<file path="src/rtl/lever_conditioner.sv">
// Lever input conditioner: two-flop synchroniser, counter-based debounce FSM,
// registered pull/reject/long-hold strobes and a wrapping accepted-pull counter.
module lever_conditioner #(
    parameter int DEBOUNCE_CYCLES = 20,
    parameter int HOLD_CYCLES     = 200,
    parameter int CNT_W           = 16
) (
    input  logic       clk,
    input  logic       reset,
    input  logic       lever,
    input  logic       spin_busy,
    output logic       lever_level,
    output logic       pull_pulse,
    output logic       pull_rejected,
    output logic       long_pull,
    output logic [7:0] pull_count
);

    typedef enum logic [1:0] {
        IDLE,
        PRESS_WAIT,
        PRESSED,
        RELEASE_WAIT
    } state_t;

    localparam logic [CNT_W-1:0] CNT_ONE   = CNT_W'(1);
    localparam logic [CNT_W-1:0] DEB_LAST  = CNT_W'(DEBOUNCE_CYCLES - 1);
    localparam logic [CNT_W-1:0] HOLD_MAX  = CNT_W'(HOLD_CYCLES);
    localparam logic [CNT_W-1:0] HOLD_PRE  = CNT_W'(HOLD_CYCLES - 2);

    state_t           state;
    logic             s1;
    logic             s2;
    logic [CNT_W-1:0] deb_cnt;
    logic [CNT_W-1:0] hold_cnt;

    always_ff @(posedge clk or negedge reset) begin
        if (!reset) begin
            s1 <= 1'b0;
            s2 <= 1'b0;
        end else begin
            s1 <= lever;
            s2 <= s1;
        end
    end

    // Strobes default low every cycle; each state only raises the one it owns.
    always_ff @(posedge clk or negedge reset) begin
        if (!reset) begin
            state         <= IDLE;
            deb_cnt       <= '0;
            hold_cnt      <= '0;
            lever_level   <= 1'b0;
            pull_pulse    <= 1'b0;
            pull_rejected <= 1'b0;
            long_pull     <= 1'b0;
            pull_count    <= 8'd0;
        end else begin
            pull_pulse    <= 1'b0;
            pull_rejected <= 1'b0;
            long_pull     <= 1'b0;
            case (state)
                IDLE: begin
                    lever_level <= 1'b0;
                    if (s2) begin
                        state   <= PRESS_WAIT;
                        deb_cnt <= CNT_ONE;
                    end
                end
                PRESS_WAIT: begin
                    if (!s2) begin
                        state   <= IDLE;
                        deb_cnt <= '0;
                    end else if (deb_cnt == DEB_LAST) begin
                        state       <= PRESSED;
                        deb_cnt     <= '0;
                        lever_level <= 1'b1;
                        hold_cnt    <= '0;
                        if (spin_busy) begin
                            pull_rejected <= 1'b1;
                        end else begin
                            pull_pulse <= 1'b1;
                            pull_count <= pull_count + 8'd1;
                        end
                    end else begin
                        deb_cnt <= deb_cnt + CNT_ONE;
                    end
                end
                PRESSED: begin
                    // The hold count only ever crosses HOLD_CYCLES-1 once per press,
                    // so long_pull cannot re-fire after a release bounce.
                    if (hold_cnt != HOLD_MAX) begin
                        hold_cnt <= hold_cnt + CNT_ONE;
                        if (hold_cnt == HOLD_PRE) begin
                            long_pull <= 1'b1;
                        end
                    end
                    if (!s2) begin
                        state   <= RELEASE_WAIT;
                        deb_cnt <= CNT_ONE;
                    end
                end
                RELEASE_WAIT: begin
                    if (s2) begin
                        state   <= PRESSED;
                        deb_cnt <= '0;
                    end else if (deb_cnt == DEB_LAST) begin
                        state       <= IDLE;
                        deb_cnt     <= '0;
                        lever_level <= 1'b0;
                        hold_cnt    <= '0;
                    end else begin
                        deb_cnt <= deb_cnt + CNT_ONE;
                    end
                end
                default: begin
                    state <= IDLE;
                end
            endcase
        end
    end

endmodule

</file>
<file path="config.mk">
export PLATFORM = sky130hd
export DESIGN_NAME = lever_conditioner
export DESIGN_NICKNAME = d
export VERILOG_FILES = /design/src/rtl/lever_conditioner.sv
export SDC_FILE = /design/constraint.sdc
export NUM_CORES = 1
export LEC_CHECK = 0
export ABC_AREA = 1
export BUFFER_PORTS_ARGS = -buffer_cell sky130_fd_sc_hd__buf_2
export CORE_AREA = 2 2 74 76
export CTS_BUF_LIST = sky130_fd_sc_hd__clkbuf_8
export DETAILED_ROUTE_END_ITERATION = 10
export DIE_AREA = 0 0 76 78
export PLACE_DENSITY = 0.77
export SLEW_MARGIN = 20
export SYNTH_ARGS = -nofsm -noshare
export SYNTH_HDL_FRONTEND = slang
export SYNTH_SLANG_ARGS = --single-unit
</file>
<file path="constraint.sdc">
create_clock -name clk -period 2.6 [get_ports clk]
set_clock_uncertainty 0.15 [all_clocks]
set_input_delay 0.26 -clock clk [delete_from_list [all_inputs] [get_ports clk]]
set_output_delay 0.26 -clock clk [all_outputs]
set_load 0.005 [all_outputs]
</file>
# After elaboration in Yosys (flattened, before gate mapping)
# Index checks and enable logic that the tools add are counted.
dict set report classes {
  eq_ne 15
  n_reduce_logical 8
  n_bitwise 1
  muxes 34
  add_sub_neg 3
}
# cell n
set ops {}
lappend ops {{$mux W16} 9}
lappend ops {{$pmux W16 S4} 1}
lappend ops {{$pmux W16 S3} 1}
lappend ops {{$add A16 B1 Y16 const B} 2}
lappend ops {{$eq A16 B5 Y1 const B} 1}
lappend ops {{$eq A16 B8 Y1 const B} 1}
lappend ops {{$ne A16 B8 Y1 const B} 1}
lappend ops {{$mux W1} 15}
lappend ops {{$ne A2 B2 Y1 const B} 7}
lappend ops {{$mux W2} 6}
lappend ops {{$reduce_and A4 Y1} 3}
lappend ops {{$add A8 B1 Y8 const B} 1}
lappend ops {{$pmux W2 S4} 1}
lappend ops {{$ne A3 B3 Y1 const B} 2}
lappend ops {{$reduce_bool A3 Y1} 2}
lappend ops {{$reduce_and A5 Y1} 1}
lappend ops {{$eq A2 B2 Y1 const B} 2}
lappend ops {{$pmux W1 S3} 1}
lappend ops {{$eq A2 B1 Y1 const B} 1}
lappend ops {{$logic_not A2 Y1} 1}
lappend ops {{$reduce_and A2 Y1} 1}
lappend ops {{$not A1 Y1} 1}
dict set report word_totals {
  out_inout_bits 12
  input_bits 4
  register_bits 48
}

# Depth between registers and ports, before layout
dict set report logic_depth {
  depth_word 4
  ltp_mapped 13
  mapped_depth_nobuf 11
}

# Worst setup path after synthesis
# Ideal clock, no wire load.
dict set report synth_path {
  path_type {register to register}
  from {register state[0]}
  to {register deb_cnt[3]}
  arrival_ns 1.551
  slack_ns 0.828
  path_stages_with_launch 11
  n_path_buf 2
  required_ns 2.379
  period_less_slack_ns 1.772
  cell_sequence {dfrtp_1 inv_1 ha_1 buf_2 nand2_1 nand2_2 inv_2 buf_4 nand2_1 xor2_1 nor2_1}
}
dict set report synth_via {
  elab_chain_cells 3
  word_cells_on_any_way 8
}
# element line_no
set synth_rtl {}
lappend synth_rtl {{start, declared} 31} ;# state_t state;
lappend synth_rtl {{start signal, assigned} 50} ;# state <= IDLE;
lappend synth_rtl {{start signal, assigned} 66} ;# state <= PRESS_WAIT;
lappend synth_rtl {{start signal, assigned} 72} ;# state <= IDLE;
lappend synth_rtl {{$eq A2 B2 Y1 or $logic_not A2 Y1 (tied branches)} 62} ;# case (state)
lappend synth_rtl {{$ne A2 B2 Y1 (no source line)} n/a}
lappend synth_rtl {{$reduce_and A2 Y1 (no source line)} n/a}
lappend synth_rtl {{end signal, assigned} 86} ;# deb_cnt <= deb_cnt + CNT_ONE;
lappend synth_rtl {{end signal, assigned} 113} ;# deb_cnt <= deb_cnt + CNT_ONE;
lappend synth_rtl {{end, declared} 34} ;# logic [CNT_W-1:0] deb_cnt;
# Several ways; a longest one is shown, not always the timed one.
# A chain may end at the register's enable or synchronous reset.

# Worst setup path after layout
dict set report layout_path {
  from {register state[0]}
  to {register deb_cnt[12]}
}
# Same word-level chain as after synthesis.

==> impl_metrics.py <==
metrics = {
    "flow_run": {
        "timing.max_cap.violations": 0,
    },
    "timing": {
        "tightestPinTransition_ns": 0.486,
        "highest_clock_frequency_the_design_can_meet_mhz": 500,
        "setup_total_negative_slack_ns": 0,
        "worst_slew_margin_rel_pct": 67.5,
        "rsz0062_at_grt": "false",
        "finalSetupViolations": 0,
        "maxSlewViolCount": 0,
        "final.min_clock_period_ns": 2.00,
        "period_share_pct": 77.0,
        "hold_viol": 0,
    },
    "die": {
        "design.portCount": 16,
        "placeableCoreArea_um2": 5040,
        "floorplan.initialDensity_pct": 60.7,
        "die_h_um": 78,
        "die_x_um": 76,
        "placementRows": 26,
        "die-area_um2": 5930,
    },
    "setup_path": {
        "critical-path-slowest-cell": "sky130_fd_sc_hd__dfrtp_1",
        "reg2regPathDepth": 9,
        "critPathKind": "flop to flop",
        "worst-path-max-fanout": 12,
        "cp_top_family": "simple AND/OR/NAND/NOR gates",
        "critical-path-top-cell-by-count": "sky130_fd_sc_hd__nand2_1",
        "timing.rr.end": "deb_cnt[12]",
        "crit_chain": "inv_1 > ha_1 > nand2_1 > nand2_2 > inv_2 > nand3_1 > o21ai_1 > nand2_1 > nor2_1",
        "biggest_cell_delay_along_the_critical_path_ns": 0.50,
        "timing.critical_path.required_ns": 2.68,
        "crit_arrival_ns": 2.08,
        "ff2ff_setup_slack_ns": 0.60,
        "worst_r2r_startpoint": "state[0]",
        "setup_crit_end": "deb_cnt[12]",
        "critical_path_cell_count": 9,
        "path_buf_inv": 2,
        "worstSetupStartpointType": "flop",
        "worstSetupStartpoint": "state[0]",
        "critPathCaptureType": "flop",
    },
    "clock_tree": {
        "cts.clk_slew.worst_paths_ns": 0.10,
        "cts_htree_levels": 2,
        "clock_path_buffers": 2,
        "cts_tree": "built",
        "cts_root_buffer": "sky130_fd_sc_hd__clkbuf_8",
        "cts.repair_timing.setup_buffer_count": 0,
        "numClockSinks": 48,
        "worstSkewPairLatency_ns": 0.31,
        "cts-buffers-inserted": 5,
    },
    "yosys": {
        "yosys_register_bits": 48,
        "distinct_cells_synth": 33,
        "synth.yosys.seq_area_share_pct": 39.2,
        "syn-mean-instance-area_um2": 7.24,
        "yosysTopAreaCell": "sky130_fd_sc_hd__dfrtp_1",
        "syn_nets": 436,
        "netlist_top_cells_area": "sky130_fd_sc_hd__dfrtp_1, sky130_fd_sc_hd__nand2_1, sky130_fd_sc_hd__nor2_1, sky130_fd_sc_hd__nand3_1, sky130_fd_sc_hd__inv_1",
        "yosys_most_used_dff": "sky130_fd_sc_hd__dfrtp_1",
        "post_synth_edffs": 0,
        "synth_area_um2": 3060,
        "netlist_instances": 423,
        "yosys.area.top_type_share_pct": 39.2,
        "yosys_warning_count": 0,
        "ys_async_sr_fraction_pct": 100,
    },
    "global_routing": {
        "grtUsageTotal_pct": 22.8,
        "global_route_wire_length_before_repair_um": 11100,
        "largest_net_degree_at_the_start_of_global_routing": 31,
        "grt-ovfl-total": 0,
        "initial_antenna_violation_count": 0,
        "vias_in_the_first_global_route": 2556,
    },
    "power": {
        "power.static_leakage_nw": 1.54,
        "power_density_nw_per_um2": 641,
        "power.ir.vdd_worst_v": 0.000420,
    },
    "placement": {
        "placed_cells": 502,
        "placedInstanceArea_um2": 3180,
        "finalWeightedCongestion": 0.922,
        "buffer_ports.inserted": 15,
        "detailedPlacementHpwl_um": 4500,
    },
    "hold_path": {
        "worst_min_delay_path_class": "input port to flop",
    },
    "cells_and_area": {
        "drive_gt1_share_pct": 14.9,
        "fin_cells": 512,
        "finalCoreUtilization_pct": 65.8,
        "fin_nets": 454,
        "final_common_cell": "sky130_fd_sc_hd__nand2_1",
        "final_cell_mix": "sky130_fd_sc_hd__nand2_1, sky130_fd_sc_hd__nor2_1, sky130_fd_sc_hd__dfrtp_1",
        "area_delta_synth_final_pct": 8.37,
        "finalInstanceArea_um2": 3320,
        "antennaDiodeCount": 0,
    },
    "route": {
        "vias_per_cell": 5.27,
        "detail_route.wl_per_cell_um": 11.9,
        "first_iter_violations": 210,
        "detailedRoute.firstPassIterationCount": 4,
        "drt-total-wl_um": 6110,
        "detail-route-antenna-nets": 0,
        "drt_drc_violations_left": 0,
        "dr_total_vias": 2696,
    },
    "outcome": {
        "status": "finished, final reports clean",
    },
}
cells by family (layout without fill, tap and decap cells):
kind of cell | after synthesis | in the layout | share of synthesized area, %
buffers and inverters | 57 | 76 | 8.21
adder cells (fa/ha/maj) | 9 | 9 | 3.68
AND/OR/NAND/NOR | 258 | 258 | 36.6
AO/OA/AOI/OAI | 36 | 36 | 8.05
flip-flops | 48 | 48 | 39.2
XOR/XNOR | 15 | 15 | 4.29
Yosys cell counts (8+ instances only):
library cell              count
sky130_fd_sc_hd__nand2_1    115
sky130_fd_sc_hd__nor2_1      68
sky130_fd_sc_hd__dfrtp_1     48
sky130_fd_sc_hd__inv_1       40
sky130_fd_sc_hd__nand3_1     38
sky130_fd_sc_hd__o21ai_2     13
sky130_fd_sc_hd__nand4_1     12
sky130_fd_sc_hd__xor2_1      10
sky130_fd_sc_hd__ha_1         9
sky130_fd_sc_hd__inv_2        8
sky130_fd_sc_hd__o21ai_1      8
state kept, by name, indices dropped and copies added, names as in the netlist, named ones only:
| signal | count |
|---|---|
| deb_cnt | 16 |
| hold_cnt | 16 |
| lever_level | 1 |
| long_pull | 1 |
| pull_count | 8 |
| pull_pulse | 1 |
| pull_rejected | 1 |
| s1 | 1 |
| s2 | 1 |
| state | 1 |
worst register-to-register path, stage by stage, from the launching register on:
cell and delay (ns):
sky130_fd_sc_hd__dfrtp_1 0.50, sky130_fd_sc_hd__inv_1 0.11, sky130_fd_sc_hd__ha_1 0.24, sky130_fd_sc_hd__nand2_1 0.08, sky130_fd_sc_hd__nand2_2 0.15, sky130_fd_sc_hd__inv_2 0.22
sky130_fd_sc_hd__nand3_1 0.15, sky130_fd_sc_hd__o21ai_1 0.15, sky130_fd_sc_hd__nand2_1 0.07, sky130_fd_sc_hd__nor2_1 0.10
where the power goes:
group,switching [mW],internal (mW)
registers,0.0650,0.794
clock network,0.264,0.315
logic,0.498,0.191
total,0.827,1.30
per-layer routing:
metal / track usage (%) / part of all wire [%] / vias to the layer above
met1: 30.8 / 49 / 1255
met3: 3.26 / 3.3 / 7
met4: 6.73 / 1.1 / 0
met5: 0 / 0 / -
met2: 38.5 / 47 / 53
li1: - / - / 1381
worst min path at each step:
stage	endpoint	slack [ns]	from	depth (start not counted)
2_1_floorplan	async pin	-0.19	reset	0
3_3_place_gp	pull_count[7]	0.08	reset	1
5_1_grt	pull_pulse	0.02	spin_busy	2
6_report	pull_pulse	0.005	spin_busy	2
3_5_place_dp	pull_count[7]	0.08	reset	1
4_1_cts	pull_pulse	0.005	spin_busy	2
what timing repair did:
| item | CTS | global route |
|---|---|---|
| endpoints found under the hold margin | 20 | 0 |
| resized for setup | 0 | 0 |
| hold buffers | 2 | 0 |
| endpoints found under the setup margin | 0 | 0 |
metrics by stage:
step / setup WS [ns] / power (mW) / hold WS, ns
2_1_floorplan: 0.828 / 1.45 / -0.186
3_3_place_gp: 0.725 / 1.53 / 0.0779
3_5_place_dp: 0.664 / 1.55 / 0.0801
4_1_cts: 0.627 / 2.13 / 0.00463
5_1_grt: 0.461 / 2.27 / 0.0156
6_report: 0.598 / 2.13 / 0.00487
area by class of cell:
type	count	area (µm²)
repair buffers	19	110
flip-flops and latches	48	1200
multi-input cells	318	1610
fillers	445	1720
well taps	70	87.6
clock inverters	2	38.8
inverters	49	189
clock buffers	6	82.6
Note: power is estimated with default switching activity, not from simulation.
